### src/rtl/uart_rx.sv
// 8N1 UART receiver: two-flop input synchronizer, mid-bit sampling driven by a
// per-bit cycle counter, framing-error detection and break suppression.
module uart_rx #(
    parameter int FREQ = 12000000,
    parameter int BAUD = 9600,
    parameter int LIM  = FREQ / BAUD
) (
    input  logic       clk,
    input  logic       rst,
    input  logic       rx,
    output logic [7:0] data_out,
    output logic       data_valid,
    output logic       frame_err,
    output logic       busy
);

    localparam int CW = (LIM > 1) ? $clog2(LIM) : 1;
    localparam logic [CW-1:0] CNT_HALF = CW'(LIM / 2 - 1);
    localparam logic [CW-1:0] CNT_LAST = CW'(LIM - 1);

    typedef enum logic [2:0] {
        IDLE,
        START,
        DATA,
        STOP,
        WAIT_HIGH
    } state_t;

    state_t          state_q;
    logic [CW-1:0]   cnt_q;
    logic [2:0]      bit_idx_q;
    logic [7:0]      shift_q;
    logic [7:0]      data_out_q;
    logic            data_valid_q;
    logic            frame_err_q;
    logic            busy_q;
    logic            rx_meta_q;
    logic            rx_s_q;

    assign data_out   = data_out_q;
    assign data_valid = data_valid_q;
    assign frame_err  = frame_err_q;
    assign busy       = busy_q;

    // busy_q is written alongside every state transition so it always mirrors state_q != IDLE.
    always_ff @(posedge clk) begin
        if (rst) begin
            state_q      <= IDLE;
            cnt_q        <= '0;
            bit_idx_q    <= '0;
            shift_q      <= '0;
            data_out_q   <= '0;
            data_valid_q <= 1'b0;
            frame_err_q  <= 1'b0;
            busy_q       <= 1'b0;
            rx_meta_q    <= 1'b1;
            rx_s_q       <= 1'b1;
        end else begin
            rx_meta_q    <= rx;
            rx_s_q       <= rx_meta_q;
            data_valid_q <= 1'b0;
            frame_err_q  <= 1'b0;

            case (state_q)
                IDLE: begin
                    cnt_q <= '0;
                    if (!rx_s_q) begin
                        state_q <= START;
                        busy_q  <= 1'b1;
                    end
                end

                START: begin
                    if (cnt_q == CNT_HALF) begin
                        cnt_q     <= '0;
                        bit_idx_q <= '0;
                        if (!rx_s_q) begin
                            state_q <= DATA;
                        end else begin
                            state_q <= IDLE;
                            busy_q  <= 1'b0;
                        end
                    end else begin
                        cnt_q <= cnt_q + CW'(1);
                    end
                end

                DATA: begin
                    if (cnt_q == CNT_LAST) begin
                        cnt_q     <= '0;
                        shift_q   <= {rx_s_q, shift_q[7:1]};
                        bit_idx_q <= bit_idx_q + 3'd1;
                        if (bit_idx_q == 3'd7) begin
                            state_q <= STOP;
                        end
                    end else begin
                        cnt_q <= cnt_q + CW'(1);
                    end
                end

                STOP: begin
                    if (cnt_q == CNT_LAST) begin
                        cnt_q <= '0;
                        if (rx_s_q) begin
                            data_out_q   <= shift_q;
                            data_valid_q <= 1'b1;
                            state_q      <= IDLE;
                            busy_q       <= 1'b0;
                        end else begin
                            frame_err_q <= 1'b1;
                            state_q     <= WAIT_HIGH;
                        end
                    end else begin
                        cnt_q <= cnt_q + CW'(1);
                    end
                end

                WAIT_HIGH: begin
                    // A held-low line (break) must not be decoded as a stream of 0x00 frames.
                    cnt_q <= '0;
                    if (rx_s_q) begin
                        state_q <= IDLE;
                        busy_q  <= 1'b0;
                    end
                end

                default: begin
                    state_q <= IDLE;
                    cnt_q   <= '0;
                    busy_q  <= 1'b0;
                end
            endcase
        end
    end

endmodule

### config.mk
export PLATFORM = sky130hd
export DESIGN_NAME = uart_rx
export DESIGN_NICKNAME = d
export VERILOG_FILES = /design/src/rtl/uart_rx.sv
export SDC_FILE = /design/constraint.sdc
export NUM_CORES = 1
export LEC_CHECK = 0
export ABC_AREA = 1
export CAP_MARGIN = 20
export CORE_MARGIN = 10
export CORE_UTILIZATION = 40
export CTS_CLUSTER_SIZE = 10
export DETAILED_ROUTE_END_ITERATION = 7
export PLACE_DENSITY_LB_ADDON = 0.3
export SLEW_MARGIN = 40
export SYNTH_ARGS = -nofsm -noshare
export SYNTH_HDL_FRONTEND = slang
export SYNTH_SLANG_ARGS = --single-unit
### constraint.sdc
create_clock -name clk -period 2.2 [get_ports clk]
set_clock_uncertainty 0.1 [all_clocks]
set_input_delay 0.44 -clock clk [delete_from_list [all_inputs] [get_ports clk]]
set_output_delay 0.44 -clock clk [all_outputs]
set_load 0.02 [all_outputs]
==> results of run 1 <==
## placed cells by master, fill, tap and decap left out, types with 2 or more instances in the layout
| master | instances |
|---|---|
| or2_2 | 2 |
| nor2_4 | 3 |
| a21oi_1 | 20 |
| nand3_1 | 6 |
| nor3_1 | 6 |
| o21ai_0 | 14 |
| clkdlybuf4s50_1 | 13 |
| nor2_1 | 32 |
| nand4_1 | 5 |
| dfxtp_1 | 38 |
| xor2_1 | 3 |
| ha_1 | 5 |
| nand2_2 | 3 |
| clkbuf_8 | 5 |
| buf_4 | 3 |
| inv_2 | 2 |
| inv_1 | 30 |
| a21oi_2 | 2 |
| o21ai_2 | 2 |
| clkbuf_1 | 2 |
| nand2_1 | 33 |
## critical path, cell delays in order, from the launching register on
cell and delay, ns:
dfxtp_1 0.35, inv_1 0.09, ha_1 0.17, nand2_1 0.05
nor3_1 0.19, nand3_1 0.10, nand2_1 0.17, nand2_1 0.09
nand2_1 0.32, nor3b_1 0.09
## power groups by stage
stage / clock (uW) / combinational, uW / sequential [uW]
after floorplan: 0 / 383 / 798
after global placement: 0 / 482 / 799
final: 576 / 488 / 781
after CTS: 592 / 487 / 782
after global routing: 617 / 575 / 790
after detailed placement: 0 / 485 / 798
## flip-flops by register name, summed over array words and instances, names as in the netlist
signal and count:
rx_s_q 1, state_q 3, data_valid 1, data_out 8
busy 1, cnt_q 11, rx_meta_q 1, frame_err 1
bit_idx_q 3, shift_q 8
## synthesized netlist by cell type
cell | count | area share, %
a21oi_1 | 20 | 5.8
a21oi_2 | 2 | 1.0
buf_2 | 1 | 0.29
buf_4 | 2 | 0.87
buf_6 | 1 | 0.65
clkbuf_1 | 2 | 0.44
dfxtp_1 | 38 | 44
ha_1 | 5 | 3.6
inv_1 | 30 | 6.5
inv_2 | 2 | 0.44
nand2_1 | 33 | 7.2
nand2_2 | 3 | 1.1
nand3_1 | 6 | 1.7
nand3_4 | 1 | 1.0
nand4_1 | 5 | 1.8
nor2_1 | 32 | 7.0
nor2_2 | 1 | 0.36
nor2_4 | 3 | 2.0
nor3_1 | 6 | 1.7
nor3_4 | 1 | 0.95
nor3b_1 | 1 | 0.44
nor3b_2 | 1 | 0.73
o211ai_1 | 1 | 0.44
o21ai_0 | 14 | 4.1
o21ai_1 | 1 | 0.29
o21ai_2 | 2 | 1.0
o21bai_2 | 1 | 0.65
o31ai_1 | 1 | 0.44
or2_1 | 1 | 0.36
or2_2 | 2 | 0.73
xnor2_1 | 1 | 0.51
xor2_1 | 3 | 1.5
## final timing paths
kind | startpoint | end | slack, ns | depth (start not counted)
max | cnt_q[0]$_SDFF_PP0_ | cnt_q[2]$_SDFF_PP0_ | 0.34 | 9
min | rx_meta_q$_SDFF_PP1_ | rx_s_q$_SDFF_PP1_ | 0.32 | 1
max reg2reg | cnt_q[0]$_SDFF_PP0_ | cnt_q[2]$_SDFF_PP0_ | 0.34 | 9
min reg2reg | rx_meta_q$_SDFF_PP1_ | rx_s_q$_SDFF_PP1_ | 0.32 | 1
## logic make-up (layout without fill, tap and decap cells)
group,Yosys count,after routing,synth area share [%]
AND/OR/NAND/NOR,96,96,27.1
buffers and inverters,38,56,9.24
XOR/XNOR,4,4,2.04
flip-flops,38,38,44.2
AO/OA/AOI/OAI,42,42,13.7
adder cells (fa/ha/maj),5,5,3.64
## layer usage
| layer | vias to the layer above | routed length (um) | track usage, % |
|---|---|---|---|
| met1 | 607 | 1500 | 10.5 |
| met5 | - | 0 | 0 |
| met3 | 5 | 184 | 4.26 |
| met4 | 0 | 38 | 3.59 |
| li1 | 745 | - | - |
| met2 | 21 | 1380 | 14.3 |
## layout make-up
type | instances | share of cell area [%]
clock inverter | 1 | 1.50
inverter | 32 | 6.00
clock buffer | 7 | 3.81
timing repair buffer | 16 | 7.62
tap | 50 | 3.12
multi-input combinational | 147 | 40.0
sequential | 38 | 38.0
## through the flow
| step | std cells | worst slack, ns |
|---|---|---|
| 6_report | 291 | 0.344 |
| 5_1_grt | 291 | 0.153 |
| 4_1_cts | 291 | 0.340 |
| 3_5_place_dp | 283 | 0.350 |
| 3_3_place_gp | 283 | 0.357 |
| 2_1_floorplan | 223 | 0.673 |
==> reports/results.txt, run 1 <==
Critical path type = flip-flop to flip-flop
Max transition margin = 72.1%
Hold Path Class = flip-flop to flip-flop
Final period util = 84.4%
Iter 0 DRT Violations = 84
Crit. End Element = flip-flop
CTS Buf Count = 5
Reg area = 761 um2
Outcome = complete, no violations
Synth unique cells = 32
Switching share of power = 32.6%
First-pass GRT wire length = 5.66 mm
CP required = 2.26 ns
Clk pin slew, worst setup/hold paths = 0.08 ns
Largest net degree at the start of global routing = 20
Yosys reg bits = 38
Post-Layout Inst Area = 2000 um2
Yosys Warn Count = 0
Root buffer cell = clkbuf_8
Worst-path fanout max = 11
Ant. Diodes = 0
Area growth syn-to-layout = 16.4%
Initial antenna violation count = 0
Post-CTS Repair Setup Buffers = 0
Hold Buf Count CTS = 0
Initial core utilization = 42.1%
Sum Neg Setup Slack = 0 ns
Total track usage = 9.12%
Die Ht = 85.6 um
Total Power = 1850 uW
Final Max Tran Viols = 0
Syn Nets = 231
CTS H-tree depth = 2
Filler cell count = 405
DP Area = 1900 um2
Core area = 4090 um2
Int Pwr = 1240 uW
Row count = 23
Actual slew at the worst max-slew pin = 0.418 ns
Pwr per Cell Area = 921 nW/um2
Peak VDD IR = 0.000438 V
Max-cap violation count = 0
DRC viols = 0
Clock power share = 31.2%
Sw Pwr = 602 uW
Hold_ws = 0.316 ns
Final RePlAce weighted congestion = 0.850
RSZ-0062 raised after global routing = false
DIE AREA = 7320 um2
CTS Sinks = 38
Seq pwr share = 42.3%
Final Hold Fails = 0
Drt pass-1 iters = 4
Via count = 1378
# IOs = 14
Port Buffers = 13
GRT overflow = 0
Worst Path Arrival = 1.92 ns
Crit path time final = 1.86 ns
Static Leak = 0.000762 uW
Startpoint Class = flip-flop
Post-CTS Resized = 0
Vias in the first global route = 1317
Sequential cell area fraction in the yosys report = 44.2%
Synthesized area = 1720 um2
Area of the multi-input gates = 801 um2
Mean post-synth cell area = 7.71 um2
DRT Wirelength = 3.11 mm
DR WL/cell = 10.7 um
Nets = 248
Routed vias/inst = 4.74
Clock buffer depth = 2
FMAX = 539 MHz
Combinational share of power = 26.4%
Clock Latency Late Sink = 0.29 ns
TritonCTS clock tree = done
Endpoints failing setup = 0
Die W = 85.6 um
Final ANT Viol Nets = 0
HPWL after DPL = 2.30 mm
Final Util = 49.0%
Share of cells above drive strength 1 = 11.6%
Post-Synthesis Cells = 223
Note: power is estimated with default switching activity, not from simulation.
==> run 2: changes to the inputs <==
==> constraint.sdc (replaced) <==
create_clock -name clk -period 1.5 [get_ports clk]
set_clock_uncertainty 0.1 [all_clocks]
set_input_delay 0.3 -clock clk [delete_from_list [all_inputs] [get_ports clk]]
set_output_delay 0.3 -clock clk [all_outputs]
set_load 0.02 [all_outputs]
==> run 2 against run 1 <==
The run now ends with negative setup slack left. First-iteration DRC count shrank 35%. Maximum frequency grew 18%. Sequential power grew 46%. Cell count grew 10%. Clock power grew 27%. Register-to-register slack lost 0.42 ns. Utilization grew 8.6 points. Sequential share of layout area shrank 5.3 points. Sequential cell count is the same. Wire length grew 15%. Combinational power grew 100%. Critical endpoint is now data_out[6]$_SDFFE_PP0P_. Largest power group unchanged. Highest routed layer unchanged.
==> reports/results.txt, run 2 (synthesis gave the netlist of run 1 again) <==
Combinational share of power = 34.5% (+8.1 points)
Crit path time final = 1.58 ns (-0.279 ns)
DP Area = 2100 um2 (+10%)
Setup WS post-layout = -0.0770 ns (-0.421 ns)
CP startpoint = cnt_q[1]$_SDFF_PP0_
Peak VDD IR = 0.000733 V (+67%)
Cell Count, Final, Fillers Out = 320 (+10%)
Core area = 4090 um2 (unchanged)
Static Leak = 0.00100 uW (+31%)
Clk pin slew, worst setup/hold paths = 0.08 ns (about the same)
RR Startpoint = cnt_q[1]$_SDFF_PP0_
Register with the most flip-flops = cnt_q
CTS H-tree depth = 2 (unchanged)
DRT Wirelength = 3.58 mm (+15%)
Ant. Diodes = 0 (unchanged)
Iter 0 DRT Violations = 55 (-35%)
Initial core utilization = 42.1% (unchanged)
Critical path depth = 9 (unchanged)
CTS Sinks = 38 (unchanged)
TritonCTS clock tree = done
GRT overflow = 0 (unchanged)
Final period util = 105% (+21 points)
Failing checks = negative setup slack
Total track usage = 10.2% (+1.0 points)
Pwr per Cell Area = 1210 nW/um2 (+32%)
Drt pass-1 iters = 4 (unchanged)
DIE AREA = 7320 um2 (unchanged)
Max transition margin = 76.6% (+4.5 points)
Clock buffer depth = 2 (unchanged)
Via count = 1453 (+5.4%)
Initial antenna violation count = 0 (unchanged)
Root buffer cell = clkbuf_8
Endpoints failing setup = 16 (+16)
CP required = 1.61 ns (-0.65 ns)
Final ANT Viol Nets = 0 (unchanged)
Buffers & Inverters on Critical Path = 2 (+1)
Post-Layout Inst Area = 2350 um2 (+17%)
Final Max Tran Viols = 0 (unchanged)
Worst hold start = rx_meta_q$_SDFF_PP1_
First-pass GRT wire length = 6.35 mm (+12%)
RSZ-0062 raised after global routing = true
CTS Buf Count = 5 (unchanged)
Int Pwr = 1870 uW (+51%)
Actual slew at the worst max-slew pin = 0.348 ns (-0.0698 ns)
Worst-path fanout max = 8 (-3)
Worst R2R Path Depth = 9 (unchanged)
# IOs = 14 (unchanged)
CP max stage delay = 0.36 ns (about the same)
Crit. End Element = flip-flop
Worst Path Arrival = 1.69 ns (-0.23 ns)
Commonest non-fill, non-tap cell in the layout = dfxtp_1
Cells after DPL = 304 (+7.4%)
Die Ht = 85.6 um (unchanged)
Top delay family on crit path = simple AND/OR/NAND/NOR gates
Max reg flops = 11 (unchanged)
Area growth syn-to-layout = 36.8%
Share of cells above drive strength 1 = 30.7% (+19 points)
Crit-path cells = inv_4 > ha_4 > nand2_4 > nor2_4 > nand3_4 > nor3_4 > buf_6 > o21ai_1 > a21oi_1
Clock power share = 25.7% (-5.5 points)
Worst hold path cell count = 1 (unchanged)
FMAX = 634 MHz (+18%)
Largest net degree at the start of global routing = 20 (unchanged)
Seq pwr share = 39.8% (-2.5 points)
Port Buffers = 13 (unchanged)
Die W = 85.6 um (unchanged)
Final RePlAce weighted congestion = 0.864 (+1.6%)
Pre-CTS WS = -0.118 ns (-0.468 ns)
Switching share of power = 34.3% (+1.7 points)
Critical path's slowest cell = dfxtp_4
Sw Pwr = 980 uW (+63%)
Startpoint Class = flip-flop
Max-cap violation count = 0 (unchanged)
HPWL after DPL = 2.48 mm (+8.1%)
Outcome = finished, violations left
DRC viols = 0 (unchanged)
DR WL/cell = 11.2 um (+4.9%)
Clock Latency Late Sink = 0.29 ns (about the same)
Nets = 277 (+12%)
Vias in the first global route = 1471 (+12%)
Critical path type = flip-flop to flip-flop
Final Hold Fails = 0 (unchanged)
Routed vias/inst = 4.54 (-4.1%)
Leading cell types in the layout, fill and taps excluded = dfxtp_1 (35), nor2_1 (31), nand2_1 (27)
Row count = 23 (unchanged)
Hold Path Class = flip-flop to flip-flop
run 2: cell count changes in the layout (fill, tap and decap cells not counted), sizes merged:
| cell | previous run | this run |
|---|---|---|
| clkinv | 0 | 1 |
| clkinvlp | 0 | 1 |
| clkbuf | 7 | 6 |
| buf | 3 | 32 |
| clkdlybuf4s50 | 13 | 2 |
| dlygate4sd2 | 0 | 11 |
| bufinv | 1 | 0 |
run 2: layout make-up:
type	count	area, um2
fillers	380	1730
flip-flops and latches	38	769
inverters	32	123
clock buffers	6	82.6
clock inverters	2	12.5
repair buffers	45	397
well taps	50	62.6
multi-input cells	147	907
run 2: repair_timing:
| action | CTS | global route |
|---|---|---|
| hold buffers | 0 | 0 |
| pin swaps | 7 | 8 |
| setup endpoints to repair | 41 | 36 |
| gates cloned | 0 | 1 |
| resized for setup | 34 | 18 |
| setup buffers | 2 | 5 |
run 2: per-layer routing:
layer	share of wire, %	track usage, %
met5	0	0
met4	0.86	3.59
met3	3.8	3.12
met2	46	15.9
met1	49	12.8
run 2: metrics by stage:
step                total power, uW  setup TNS (ns)  util, %  hold WS (ns)
floorplan                      1740               0        -         0.289
global placement               2040          -0.883     51.3         0.293
detailed placement             2040           -1.25     51.3         0.300
CTS                            2820          -0.708     55.2         0.322
global route                   3070           -4.23     57.6         0.358
finish                         2850          -0.426     57.6         0.322
run 2: power groups by stage:
stage	clock [uW]	sequential (uW)	combinational, uW
after floorplan	0	1170	566
after global placement	0	1160	884
after detailed placement	0	1160	885
after CTS	756	1130	934
after global routing	796	1150	1130
final	733	1140	986
run 2: final timing paths:
kind | endpoint | slack, ns
setup / recovery | data_out[6]$_SDFFE_PP0P_ | -0.08
hold / removal | rx_s_q$_SDFF_PP1_ | 0.32
setup reg to reg | data_out[6]$_SDFFE_PP0P_ | -0.08
hold reg to reg | rx_s_q$_SDFF_PP1_ | 0.32
